[config.mk]
export PLATFORM = sky130hd
export DESIGN_NAME = term_char_writer_flat
export DESIGN_NICKNAME = d
export VERILOG_FILES = /design/src/rtl/term_char_writer_if.sv /design/src/rtl/term_char_writer.sv /design/src/flat_wrapper.sv
export SDC_FILE = /design/constraint.sdc
export NUM_CORES = 1
export LEC_CHECK = 0
export CAP_MARGIN = 10
export CORE_MARGIN = 4
export CORE_UTILIZATION = 26
export CTS_CLUSTER_DIAMETER = 80
export DETAILED_ROUTE_END_ITERATION = 10
export GPL_TIMING_DRIVEN = 0
export PLACE_DENSITY = 0.51
export SLEW_MARGIN = 20
export SYNTH_ARGS = -nofsm -noshare
export SYNTH_HDL_FRONTEND = slang
export SYNTH_SLANG_ARGS = --single-unit
[constraint.sdc]
create_clock -name clk -period 3.99 [get_ports clk]
set_clock_uncertainty 0.2 [all_clocks]
set_input_delay 0.5985 -clock clk [delete_from_list [all_inputs] [get_ports clk]]
set_output_delay 0.5985 -clock clk [all_outputs]
set_load 0.01 [all_outputs]
[src/rtl/term_char_writer_if.sv]
// Byte-stream input and character-buffer write port of term_char_writer.
//   in_valid/in_char/in_ready  : ASCII byte handshake (source -> writer)
//   w_h_addr/w_v_addr/w_data/w_en : character buffer write port (writer -> buffer)
//   cursor_col/cursor_row      : position of the next printable character
//   busy                       : clear in progress, always !in_ready
// master = byte source / observer side, slave = term_char_writer side.
interface term_char_writer_if;
  logic       in_valid;
  logic [7:0] in_char;
  logic       in_ready;
  logic [7:0] w_h_addr;
  logic [7:0] w_v_addr;
  logic [5:0] w_data;
  logic       w_en;
  logic [7:0] cursor_col;
  logic [7:0] cursor_row;
  logic       busy;

  modport master (
    output in_valid, in_char,
    input  in_ready, w_h_addr, w_v_addr, w_data, w_en,
           cursor_col, cursor_row, busy
  );

  modport slave (
    input  in_valid, in_char,
    output in_ready, w_h_addr, w_v_addr, w_data, w_en,
           cursor_col, cursor_row, busy
  );
endinterface

[src/rtl/term_char_writer.sv]
// Character-stream front end for the 8x8 font terminal. Accepts ASCII bytes,
// maps printable ones to 6-bit glyphs and writes them into the character
// buffer, handling cursor advance, CR, LF, BS, line wrap and clear-screen.
//   clk, rst : clock, synchronous active-high reset
//   s_if     : byte handshake in, buffer write port and cursor/busy out
//
// state     | meaning
// IDLE      | ready for a byte
// CLEAR_ROW | writing spaces across row 0 after wrapping off the last row
// CLEAR_ALL | writing spaces over the whole screen (FF or reset)
module term_char_writer #(
  parameter int COLS           = 80,
  parameter int ROWS           = 60,
  parameter bit CLEAR_ON_RESET = 1'b1
) (
  input logic           clk,
  input logic           rst,
  term_char_writer_if.slave s_if
);

  localparam logic [7:0] LAST_COL = 8'(COLS - 1);
  localparam logic [7:0] LAST_ROW = 8'(ROWS - 1);

  typedef enum logic [1:0] {IDLE, CLEAR_ROW, CLEAR_ALL} state_t;
  localparam state_t RESET_STATE = CLEAR_ON_RESET ? CLEAR_ALL : IDLE;

  state_t     r_state, w_next_state;
  logic [7:0] r_col, r_row, r_clr_col, r_clr_row;
  logic       r_clr_done, r_ready;
  logic       r_w_en;
  logic [5:0] r_w_data;
  logic [7:0] r_h_addr, r_v_addr;

  logic       w_accept, w_lower, w_printable, w_last_col, w_last_row;
  logic [7:0] w_folded;
  logic [5:0] w_glyph;

  assign w_accept    = s_if.in_valid && (r_state == IDLE);
  assign w_lower     = (s_if.in_char >= 8'h61) && (s_if.in_char <= 8'h7A);
  assign w_folded    = w_lower ? (s_if.in_char - 8'h20) : s_if.in_char;
  assign w_printable = w_lower || ((s_if.in_char >= 8'h20) && (s_if.in_char <= 8'h5F));
  assign w_glyph     = 6'(w_folded - 8'h20);
  assign w_last_col  = (r_col == LAST_COL);
  assign w_last_row  = (r_row == LAST_ROW);

  always_ff @(posedge clk) begin
    if (rst) r_state <= RESET_STATE;
    else     r_state <= w_next_state;
  end

  always_comb begin
    w_next_state = r_state;
    case (r_state)
      IDLE:
        if (w_accept) begin
          if (s_if.in_char == 8'h0C)
            w_next_state = CLEAR_ALL;
          else if (w_last_row && ((w_printable && w_last_col) || (s_if.in_char == 8'h0A)))
            w_next_state = CLEAR_ROW;
        end
      CLEAR_ROW, CLEAR_ALL:
        // stay one cycle past the last cell so in_ready rises after it
        if (r_clr_done) w_next_state = IDLE;
      default: w_next_state = IDLE;
    endcase
  end

  logic       d_w_en, d_clr_done;
  logic [5:0] d_w_data;
  logic [7:0] d_h_addr, d_v_addr, d_col, d_row, d_clr_col, d_clr_row;
  logic       w_emit, w_emit_all;
  logic [7:0] w_emit_col, w_emit_row;

  always_comb begin
    d_col      = r_col;
    d_row      = r_row;
    d_clr_col  = r_clr_col;
    d_clr_row  = r_clr_row;
    d_clr_done = r_clr_done;
    d_w_en     = 1'b0;
    d_w_data   = 6'd0;
    d_h_addr   = r_h_addr;
    d_v_addr   = r_v_addr;
    w_emit     = 1'b0;
    w_emit_all = 1'b0;
    w_emit_col = 8'd0;
    w_emit_row = 8'd0;
    case (r_state)
      IDLE:
        if (w_accept) begin
          if (w_printable) begin
            d_w_en   = 1'b1;
            d_w_data = w_glyph;
            d_h_addr = r_col;
            d_v_addr = r_row;
            if (!w_last_col) begin
              d_col = r_col + 8'd1;
            end else begin
              d_col = 8'd0;
              if (w_last_row) begin
                // char write occupies this cycle; row-0 clear starts next
                d_row      = 8'd0;
                d_clr_col  = 8'd0;
                d_clr_row  = 8'd0;
                d_clr_done = 1'b0;
              end else begin
                d_row = r_row + 8'd1;
              end
            end
          end else begin
            case (s_if.in_char)
              8'h0D: d_col = 8'd0;
              8'h0A: begin
                d_col = 8'd0;
                if (w_last_row) begin
                  d_row  = 8'd0;
                  w_emit = 1'b1;
                end else begin
                  d_row = r_row + 8'd1;
                end
              end
              8'h08:
                if (r_col != 8'd0) begin
                  d_col    = r_col - 8'd1;
                  d_w_en   = 1'b1;
                  d_h_addr = r_col - 8'd1;
                  d_v_addr = r_row;
                end else if (r_row != 8'd0) begin
                  d_col    = LAST_COL;
                  d_row    = r_row - 8'd1;
                  d_w_en   = 1'b1;
                  d_h_addr = LAST_COL;
                  d_v_addr = r_row - 8'd1;
                end
              8'h0C: begin
                d_col      = 8'd0;
                d_row      = 8'd0;
                w_emit     = 1'b1;
                w_emit_all = 1'b1;
              end
              default: ;
            endcase
          end
        end
      CLEAR_ROW, CLEAR_ALL:
        if (r_clr_done) begin
          d_clr_done = 1'b0;
        end else begin
          w_emit     = 1'b1;
          w_emit_col = r_clr_col;
          w_emit_row = r_clr_row;
          w_emit_all = (r_state == CLEAR_ALL);
        end
      default: ;
    endcase

    // One clear cell per cycle; LF/FF start here with cell (0,0) directly.
    if (w_emit) begin
      d_w_en     = 1'b1;
      d_w_data   = 6'd0;
      d_h_addr   = w_emit_col;
      d_v_addr   = w_emit_row;
      d_clr_done = (w_emit_col == LAST_COL) && (!w_emit_all || (w_emit_row == LAST_ROW));
      if (w_emit_col == LAST_COL) begin
        d_clr_col = 8'd0;
        d_clr_row = w_emit_row + 8'd1;
      end else begin
        d_clr_col = w_emit_col + 8'd1;
        d_clr_row = w_emit_row;
      end
    end
  end

  always_ff @(posedge clk) begin
    if (rst) begin
      r_col      <= 8'd0;
      r_row      <= 8'd0;
      r_clr_col  <= 8'd0;
      r_clr_row  <= 8'd0;
      r_clr_done <= 1'b0;
      r_w_en     <= 1'b0;
      r_w_data   <= 6'd0;
      r_h_addr   <= 8'd0;
      r_v_addr   <= 8'd0;
      r_ready    <= !CLEAR_ON_RESET;
    end else begin
      r_col      <= d_col;
      r_row      <= d_row;
      r_clr_col  <= d_clr_col;
      r_clr_row  <= d_clr_row;
      r_clr_done <= d_clr_done;
      r_w_en     <= d_w_en;
      r_w_data   <= d_w_data;
      r_h_addr   <= d_h_addr;
      r_v_addr   <= d_v_addr;
      r_ready    <= (w_next_state == IDLE);
    end
  end

  assign s_if.in_ready   = r_ready;
  assign s_if.busy       = ~r_ready;
  assign s_if.w_en       = r_w_en;
  assign s_if.w_data     = r_w_data;
  assign s_if.w_h_addr   = r_h_addr;
  assign s_if.w_v_addr   = r_v_addr;
  assign s_if.cursor_col = r_col;
  assign s_if.cursor_row = r_row;

endmodule

[src/flat_wrapper.sv]
// flat-port wrapper written by rule: the top's interface ports become plain ports
module term_char_writer_flat 
#(
  parameter int COLS           = 80,
  parameter int ROWS           = 60,
  parameter bit CLEAR_ON_RESET = 1'b1
)
  (clk, rst, s_if_in_valid, s_if_in_char, s_if_in_ready, s_if_w_h_addr, s_if_w_v_addr, s_if_w_data, s_if_w_en, s_if_cursor_col, s_if_cursor_row, s_if_busy);
  term_char_writer_if s_if_i ();
  input logic clk;
  input logic rst;
  input wire logic [$bits(s_if_i.in_valid)-1:0] s_if_in_valid;
  input wire logic [$bits(s_if_i.in_char)-1:0] s_if_in_char;
  output wire logic [$bits(s_if_i.in_ready)-1:0] s_if_in_ready;
  output wire logic [$bits(s_if_i.w_h_addr)-1:0] s_if_w_h_addr;
  output wire logic [$bits(s_if_i.w_v_addr)-1:0] s_if_w_v_addr;
  output wire logic [$bits(s_if_i.w_data)-1:0] s_if_w_data;
  output wire logic [$bits(s_if_i.w_en)-1:0] s_if_w_en;
  output wire logic [$bits(s_if_i.cursor_col)-1:0] s_if_cursor_col;
  output wire logic [$bits(s_if_i.cursor_row)-1:0] s_if_cursor_row;
  output wire logic [$bits(s_if_i.busy)-1:0] s_if_busy;
  assign s_if_i.in_valid = s_if_in_valid;
  assign s_if_i.in_char = s_if_in_char;
  assign s_if_in_ready = s_if_i.in_ready;
  assign s_if_w_h_addr = s_if_i.w_h_addr;
  assign s_if_w_v_addr = s_if_i.w_v_addr;
  assign s_if_w_data = s_if_i.w_data;
  assign s_if_w_en = s_if_i.w_en;
  assign s_if_cursor_col = s_if_i.cursor_col;
  assign s_if_cursor_row = s_if_i.cursor_row;
  assign s_if_busy = s_if_i.busy;
  term_char_writer #(.COLS(COLS), .ROWS(ROWS), .CLEAR_ON_RESET(CLEAR_ON_RESET)) u_core (.clk(clk), .rst(rst), .s_if(s_if_i));
endmodule
==> results of run 1 <==
## Yosys cell counts (3+ instances only)
| master | count |
|---|---|
| a21oi_1 | 49 |
| nor3_1 | 16 |
| and3_1 | 4 |
| nor2b_1 | 7 |
| or4_1 | 4 |
| a2111oi_0 | 4 |
| and2_1 | 14 |
| buf_2 | 7 |
| o311ai_0 | 5 |
| nand3_1 | 24 |
| ha_1 | 10 |
| nor3b_1 | 4 |
| nand2_1 | 48 |
| o21ai_0 | 42 |
| o21a_1 | 3 |
| inv_1 | 17 |
| a21oi_2 | 3 |
| nand4_1 | 8 |
| a32oi_1 | 3 |
| a32o_1 | 3 |
| nand3b_1 | 3 |
| or3_1 | 9 |
| o211ai_1 | 3 |
| a22oi_1 | 5 |
| nand2b_1 | 5 |
| clkbuf_1 | 28 |
| and4_1 | 3 |
| a31oi_1 | 12 |
| nor2_1 | 49 |
| dfxtp_1 | 59 |
| nor4_1 | 5 |
| a211o_1 | 5 |
| a311oi_1 | 4 |
| a211oi_1 | 10 |
| o22ai_1 | 5 |
## cells by family after synthesis
| family | count (synthesis) |
|---|---|
| simple gates | 217 |
| compound gates | 190 |
| flops | 59 |
| buf+inv | 56 |
| fa+ha+maj | 10 |
| mux | 4 |
| xor+xnor | 1 |
## flip-flops by register name (all words and copies together) (netlist names), 2 cells and up
name / cells
u_core.s_if.w_data: 6
u_core.s_if.w_h_addr: 8
u_core.s_if.cursor_col: 8
u_core.s_if.cursor_row: 8
u_core.r_state: 2
u_core.r_clr_col: 8
u_core.s_if.w_v_addr: 8
u_core.r_clr_row: 8
## power by group
group	switching, mW	internal (mW)
registers	0.0282	0.632
logic	0.311	0.181
clock network	0.294	0.686
## final cells by class
| class | instances | area, sq um |
|---|---|---|
| fill | 1603 | 10100 |
| multi-input combinational | 422 | 2650 |
| sequential | 59 | 1180 |
| timing repair buffer | 50 | 500 |
| tap | 211 | 264 |
| clock buffer | 10 | 239 |
| buffer | 39 | 176 |
| clock inverter | 5 | 125 |
| inverter | 17 | 63.8 |
## layer usage
metal | routed length [microns] | vias to the layer above | part of all wire [%] | global-route usage [%]
li1 | - | 2142 | - | -
met1 | 6720 | 2243 | 43 | 22.3
met2 | 7190 | 220 | 46 | 27.5
met3 | 1060 | 44 | 6.8 | 3.31
met4 | 513 | 0 | 3.3 | 7.68
met5 | 0 | - | 0 | 0
## placed cells by master, fill, tap and decap left out, types with 5 or more instances in the layout
master           instances
a211o_1                  5
a211oi_1                10
a21oi_1                 49
a22oi_1                  5
a31oi_1                 12
and2_1                  14
buf_2                    7
clkbuf_1                27
clkbuf_16                9
clkdlybuf4s50_1         50
dfxtp_1                 59
ha_1                    10
inv_1                   17
nand2_1                 48
nand2b_1                 5
nand3_1                 24
nand4_1                  8
nor2_1                  49
nor2b_1                  7
nor3_1                  16
nor4_1                   5
o21ai_0                 42
o22ai_1                  5
o311ai_0                 5
or3_1                    9
## timing repair
action	in CTS	in global routing
setup buffers	0	0
hold buffers	0	0
gates resized for setup	0	2
setup endpoints to repair	0	4
## worst max-delay path by stage
stage / end / cells after the start
CTS: u_core.r_clr_row[5]$_SDFFE_PP0P_ / 14
finish: u_core.r_clr_row[5]$_SDFFE_PP0P_ / 14
floorplan: u_core.r_clr_row[3]$_SDFFE_PP0P_ / 14
global route: u_core.r_clr_row[3]$_SDFFE_PP0P_ / 14
global placement: u_core.r_clr_row[3]$_SDFFE_PP0P_ / 14
detailed placement: u_core.r_clr_row[5]$_SDFFE_PP0P_ / 14
## worst max-delay path: stages, from the launching register on
cell      delay, ns
dfxtp_1        0.37
inv_1          0.08
ha_1           0.30
nor2b_1        0.12
buf_2          0.24
clkbuf_2       0.29
nand2_1        0.14
inv_1          0.07
ha_1           0.21
nand4_2        0.19
or3_1          0.38
clkbuf_1       0.20
nor4_1         0.38
mux2_2         0.38
a21oi_1        0.11
## per-stage QoR
| stage | util, % | instance area [sq um] | power (mW) | std cells | hold WS (ns) |
|---|---|---|---|---|---|
| floorplan | - | 4070 | 0.951 | 537 | 0.248 |
| global placement | 31.7 | 4830 | 1.16 | 798 | 0.272 |
| detailed placement | 31.7 | 4830 | 1.15 | 798 | 0.279 |
| CTS | 34.0 | 5190 | 2.13 | 813 | 0.287 |
| global route | 34.0 | 5190 | 2.21 | 813 | 0.326 |
| finish | 34.0 | 5190 | 2.13 | 813 | 0.280 |
==> impl_metrics.toml, run 1 <==
[logic_synthesis]
synth_ff_type = "dfxtp_1"
synth_edf_count = 0
ys_types = 76
ys_seq_area_share_pct = 29.1
synth_top_area_cell = "dfxtp_1"
ys_warn_count = 0
synth_top_family_by_area = "compound AO/OA/AOI/OAI gates"
ys_ff_latch = 59
ys_async_sr_fraction_pct = 0
yosys-top-cells-area = "dfxtp_1, a21oi_1, o21ai_0"
synth_area_per_cell_sq_um = 7.57
synthSimpleGateAreaFrac_pct = 28.8
synthAdderAreaFrac_pct = 3.08
synth.area.mux_share_pct = 1.05
synthesis.area_sq_um = 4070
synth-compound-area-share_pct = 31.9
synth_nets = 558
synth_top_area_share_pct = 29.1
synth_xor_area_share_pct = 0.215
syn_inst = 537

[worst_setup_path]
crit_path_start_kind = "flop"
crit_type = "reg -> reg"
worst_setup_path_end_kind = "flop"
r2r_cells = 14
crit_start = "u_core.r_state[0]$_SDFF_PP0_"
r2r_slack_ns = 0.26
reg2reg_to = "u_core.r_clr_row[5]$_SDFFE_PP0P_"
critical_path.max_fanout = 10
cp_data_arrival_time_ns = 3.79
cp.required_ns = 4.05
r2r_start = "u_core.r_state[0]$_SDFF_PP0_"

[sta]
min_period_ns = 3.73
post-route-period-util_pct = 93.4
slew_violations = 0
fmax_mhz = 268
relSlewSlack_pct = 39.2
worst_slack_ns = 0.262
setup_viol = 0
tns_ns = 0
rsz0062_at_grt = "no"
hold_viol = 0
worst_pin_slew_ns = 0.906

[routing]
wl_per_cell_microns = 19.0
drc = 0
vias = 4649
ant_nets = 0
drt-total-wl_microns = 15500
first_iter_violations = 490
first_pass_iters = 5
post_drt_via_cell_ratio = 5.72

[grt]
grt_use_total_pct = 17.1
grt_max_degree = 11
grt_pass1_vias = 4485
grt.overflow.total = 0
grt_pass1_wl_microns = 24300
antenna_found_initial = 0

[clocking]
ctsLongestPathBuffers = 2
cts_sinks = 59
clk_latency_ns = 0.34
htreeDepth = 3
cts-root-buf = "clkbuf_16"
cts_inserted_buffers = 9
path_clk_slew_ns = 0.06
tritoncts = "built"

[min_path]
hold_class = "reg -> reg"
min_from = "u_core.r_clr_row[5]$_SDFFE_PP0P_"
hold-path-cell-count = 2
min_delay_worst_endpoint = "u_core.r_clr_row[5]$_SDFFE_PP0P_"

[die]
row_count = 45
die_area_sq_um = 17700
die_w_microns = 133
core_sq_um = 15300
die_h_microns = 133
ios = 52
start_util_pct = 26.6

[place]
numPortBuffers = 50
dpl_worst_slack_ns = 0.139
gp_congestion = 0.895
dp_hpwl_microns = 11300

[final_layout]
nets = 619
drive_gt1_share_pct = 9.14
diodes = 0
syn2layout_area_growth_pct = 27.8

[power]
p_leak_nw = 1.80
ir_worst_vdd_mv = 0.222
p_per_area_nw_per_um2 = 410

[run]
drv_cap = 0

[outcome]
status = "finished, final reports clean"
Power figures use the tool's default switching activity.
==> run 2: changes to the inputs <==
--- a/config.mk
+++ b/config.mk
@@ -6,13 +6,14 @@
 export NUM_CORES = 1
 export LEC_CHECK = 0
 export CAP_MARGIN = 10
+export CELL_PAD_IN_SITES_DETAIL_PLACEMENT = 1
+export CELL_PAD_IN_SITES_GLOBAL_PLACEMENT = 1
 export CORE_MARGIN = 4
 export CORE_UTILIZATION = 26
 export CTS_CLUSTER_DIAMETER = 80
 export DETAILED_ROUTE_END_ITERATION = 10
 export GPL_TIMING_DRIVEN = 0
-export PLACE_DENSITY = 0.51
-export SLEW_MARGIN = 20
+export PLACE_DENSITY = 0.62
 export SYNTH_ARGS = -nofsm -noshare
 export SYNTH_HDL_FRONTEND = slang
 export SYNTH_SLANG_ARGS = --single-unit
==> impl_metrics.toml, run 2 (same netlist as run 1, synthesis figures left out) <==
[outcome]
status = "finished, final reports clean"

[power]
p_per_area_nw_per_um2 = 393
ir_worst_vdd_mv = 0.241
report.power.total_mw = 2.03
p_leak_nw = 1.78

[final_layout]
syn2layout_area_growth_pct = 27.1
drive_gt1_share_pct = 9.45
nets = 619
final_cell_mix = "dfxtp_1, clkdlybuf4s50_1, a21oi_1, nor2_1, nand2_1"
n_fill_cell = 1851
layout_commonest_cell = "dfxtp_1"
diodes = 0

[clocking]
htreeDepth = 3
clk_latency_ns = 0.35
cts_inserted_buffers = 9
ctsLongestPathBuffers = 2
cts-root-buf = "clkbuf_16"
path_clk_slew_ns = 0.06
tritoncts = "built"
cts_sinks = 59

[routing]
ant_nets = 0
wl_per_cell_microns = 20.5
first_pass_iters = 5
vias = 4575
drc = 0
post_drt_via_cell_ratio = 5.62
first_iter_violations = 345
drt-total-wl_microns = 16700

[sta]
setup_viol = 0
worst_pin_slew_ns = 0.838
slew_violations = 0
post-route-period-util_pct = 94.2
hold_ws_ns = 0.286
relSlewSlack_pct = 44.1
min_period_ns = 3.76
rsz0062_at_grt = "no"
fmax_mhz = 266
hold_viol = 0

[worst_setup_path]
crit_path_start_kind = "flop"
r2r_slack_ns = 0.23
worst_setup_path_end_kind = "flop"
critical_path.max_fanout = 10
cp_data_arrival_time_ns = 3.81
cp.required_ns = 4.04
crit_type = "reg -> reg"

[place]
numPortBuffers = 50
gp_congestion = 0.863
dp_hpwl_microns = 12300

[grt]
met1_usage_pct = 24.8
antenna_found_initial = 1
busiest_layer = "met2"
gr-usage-met3_pct = 2.66
met2_usage_pct = 32.0
grt_pass1_vias = 4619
grt_pass1_wl_microns = 26600
grt_use_total_pct = 18.9
grt_max_degree = 13
grt.overflow.total = 0

[die]
die_area_sq_um = 17700
die_h_microns = 133
row_count = 45
ios = 52
start_util_pct = 26.6
die_w_microns = 133
core_sq_um = 15300

[run]
drv_cap = 0

[min_path]
hold_class = "reg -> reg"
-- run 2: cell count changes in the layout (fill, tap and decap cells not counted), sizes merged --
cell / change
inv: +2
bufinv: -2
clkinv: +2
clkbuf: -1
-- run 2: area by class of cell --
type	count	area, sq um	area share (%)
Multi-Input combinational cell	422	2650	51.3
Sequential cell	59	1180	22.9
Timing Repair Buffer	50	500	9.69
Tap cell	211	264	5.11
Clock buffer	9	225	4.36
Buffer	39	179	3.46
Clock inverter	7	100	1.94
Inverter	17	63.8	1.24
-- run 2: final timing paths --
kind | depth (start not counted) | endpoint | start
max reg2reg | 14 | u_core.r_clr_row[3]$_SDFFE_PP0P_ | u_core.r_state[0]$_SDFF_PP0_
min reg2reg | 1 | u_core.r_clr_col[7]$_SDFFE_PP0P_ | u_core.r_clr_col[7]$_SDFFE_PP0P_
max | 14 | u_core.r_clr_row[3]$_SDFFE_PP0P_ | u_core.r_state[0]$_SDFF_PP0_
min | 1 | u_core.r_clr_col[7]$_SDFFE_PP0P_ | u_core.r_clr_col[7]$_SDFFE_PP0P_
-- run 2: through the flow --
step / TNS [ns] / area [sq um] / instances / util [%] / setup slack [ns]
global route: 0 / 5160 / 814 / 33.8 / 0.00776
detailed placement: -0.0148 / 4830 / 798 / 31.7 / -0.0148
finish: 0 / 5160 / 814 / 33.8 / 0.231
CTS: 0 / 5160 / 814 / 33.8 / 0.174
global placement: 0 / 4830 / 798 / 31.7 / 0.0913
floorplan: 0 / 4070 / 537 / - / 0.674
-- run 2: worst max-delay path: stages (launching register included) --
cell and delay, ns:
dfxtp_1 0.37, inv_1 0.08, ha_1 0.30, nor2b_1 0.13
buf_2 0.25, clkbuf_4 0.28, nand2_1 0.11, inv_1 0.07
ha_1 0.23, nand4_2 0.20, or3_1 0.39, clkbuf_1 0.21
or3_1 0.41, a32oi_1 0.18, a21bo_2 0.23
-- run 2: what timing repair did --
action                                  in CTS  in global routing
hold endpoints to repair                     0                  0
gates resized for setup                      1                  3
hold buffers                                 0                  0
endpoints found under the setup margin       2                  3
buffers inserted                             0                  0
-- run 2: metal layers --
layer	wire length, microns	part of all wire (%)
met4	297	1.8
met1	7550	45
met5	0	0
met3	644	3.9
met2	8170	49
-- run 2: power by group --
group	switching (mW)	internal, mW	total, mW	leakage (nW)
registers	0.0299	0.632	0.662	0.478
clock network	0.319	0.552	0.870	0.160
logic	0.315	0.182	0.497	1.14
total	0.664	1.37	2.03	1.78
==> run 3: changes to the inputs <==
--- a/config.mk
+++ b/config.mk
@@ -14,6 +14,7 @@
 export DETAILED_ROUTE_END_ITERATION = 10
 export GPL_TIMING_DRIVEN = 0
 export PLACE_DENSITY = 0.62
+export SETUP_SLACK_MARGIN = 0.2
 export SYNTH_ARGS = -nofsm -noshare
 export SYNTH_HDL_FRONTEND = slang
 export SYNTH_SLANG_ARGS = --single-unit
==> constraint.sdc (replaced) <==
create_clock -name clk -period 3.99 [get_ports clk]
set_clock_uncertainty 0.2 [all_clocks]
set_input_delay 0.798 -clock clk [delete_from_list [all_inputs] [get_ports clk]]
set_output_delay 0.798 -clock clk [all_outputs]
set_load 0.01 [all_outputs]
==> impl_metrics.toml, run 3 (same netlist as run 1, synthesis figures left out) <==
[die]
die_w_microns = 133
ios = 52
die_area_sq_um = 17700
row_count = 45
start_util_pct = 26.6
die_h_microns = 133
core_sq_um = 15300

[power]
p_leak_nw = 1.80
p_per_area_nw_per_um2 = 393
ir_worst_vdd_mv = 0.240
report.power.total_mw = 2.04

[final_layout]
drive_gt1_share_pct = 9.95
nets = 619
syn2layout_area_growth_pct = 27.6
stdcell_count = 814
final_cell_mix = "dfxtp_1, clkdlybuf4s50_1, a21oi_1, nor2_1, nand2_1"
layout_commonest_cell = "dfxtp_1"
diodes = 0

[grt]
grt_max_degree = 13
antenna_found_initial = 1
grt_pass1_wl_microns = 26600
grt_use_total_pct = 18.9
grt.overflow.total = 0
grt_pass1_vias = 4619

[worst_setup_path]
crit_path_start_kind = "input port"
worst_setup_path_end_kind = "flop"
reg2reg_to = "u_core.r_clr_row[3]$_SDFFE_PP0P_"
crit_type = "in -> reg"
cp_data_arrival_time_ns = 3.67
r2r_cells = 14
cp.required_ns = 3.99
slowest_delay_ns = 0.66
cp_common_cell = "a21oi_1"
r2r_start = "u_core.r_state[0]$_SDFF_PP0_"
path_cells = "clkdlybuf4s50_1 > or4_4 > nand2b_1 > a21oi_2 > buf_2 > a21oi_1 > o311ai_0 > a21oi_1"
critical_path.max_fanout = 10
slowest_stage = "o311ai_0"
r2r_slack_ns = 0.42

[min_path]
hold_class = "reg -> reg"
min_from = "u_core.r_clr_col[7]$_SDFFE_PP0P_"
hold-path-cell-count = 1
min_delay_worst_endpoint = "u_core.r_clr_col[7]$_SDFFE_PP0P_"

[place]
dp.cells = 798
gp_congestion = 0.863
dp_hpwl_microns = 12300
numPortBuffers = 50

[routing]
first_pass_iters = 5
post_drt_via_cell_ratio = 5.60
drt-total-wl_microns = 16700
wl_per_cell_microns = 20.6
ant_nets = 0
drc = 0
first_iter_violations = 308
vias = 4558

[clocking]
cts_sinks = 59
tritoncts = "built"
hold_buffers = 0
htreeDepth = 3
cts_inserted_buffers = 9
ctsLongestPathBuffers = 2
cts-root-buf = "clkbuf_16"
postCtsSetupRepairBufs = 0
clk_latency_ns = 0.35
path_clk_slew_ns = 0.06

[sta]
tns_ns = 0
min_period_ns = 3.67
relSlewSlack_pct = 44.9
slew_violations = 0
rsz0062_at_grt = "no"
fmax_mhz = 272
hold_ws_ns = 0.288
hold_viol = 0
post-route-period-util_pct = 92.0
setup_viol = 0
worst_pin_slew_ns = 0.827

[run]
drv_cap = 0

[outcome]
status = "finished, final reports clean"
==> run 3: worst max-delay path, delay by kind of cell <==
| kind | cells | cell delay (ns) |
|---|---|---|
| compound gates | 4 | 1.15 |
| buf+inv | 2 | 0.84 |
| simple gates | 2 | 0.88 |
==> run 3: metal layers <==
metal	part of all wire [%]	GRT usage, %	wire, microns	vias up
met5	0	0	0	-
met4	1.8	5.89	298	0
met3	4.2	2.66	695	22
met2	49	32.0	8140	122
met1	45	24.8	7610	2276
li1	-	-	-	2138
==> run 3: report_power, final <==
| part | switching, mW | internal (mW) |
|---|---|---|
| logic | 0.319 | 0.185 |
| registers | 0.0304 | 0.632 |
| clock network | 0.318 | 0.552 |
==> run 3: how the worst max path moves through the flow <==
stage / start / depth (start not counted) / slack (ns) / to
after detailed placement: s_if_in_char[1] / 8 / -0.02 / u_core.s_if.w_v_addr[7]$_SDFFE_PP0P_
after global routing: s_if_in_char[3] / 8 / 0.20 / u_core.s_if.w_v_addr[7]$_SDFFE_PP0P_
final: s_if_in_char[1] / 8 / 0.32 / u_core.s_if.w_v_addr[7]$_SDFFE_PP0P_
after floorplan: u_core.r_state[1]$_SDFF_PP1_ / 14 / 0.67 / u_core.r_clr_row[3]$_SDFFE_PP0P_
after CTS: u_core.r_state[0]$_SDFF_PP0_ / 14 / 0.24 / u_core.r_clr_row[5]$_SDFFE_PP0P_
after global placement: s_if_in_char[1] / 8 / 0.05 / u_core.s_if.w_h_addr[0]$_SDFFE_PP0P_
==> run 3: cell type report <==
class	count	area [sq um]
clock inverters	7	100
inverters	17	63.8
fillers	1847	10100
repair buffers	50	500
clock buffers	9	225
multi-input cells	422	2670
flip-flops and latches	59	1180
well taps	211	264
plain buffers	39	183
==> run 3: stage by stage <==
stage / setup WS (ns) / instance area, sq um / util (%)
3_3_place_gp: 0.0535 / 4830 / 31.7
4_1_cts: 0.237 / 5160 / 33.8
5_1_grt: 0.203 / 5190 / 34.0
2_1_floorplan: 0.674 / 4070 / -
3_5_place_dp: -0.0193 / 4830 / 31.7
6_report: 0.320 / 5190 / 34.0
==> run 3: timing repair <==
item / CTS / global route
setup endpoints to repair: 4 / 5
cloned: 0 / 0
resized for setup: 2 / 8
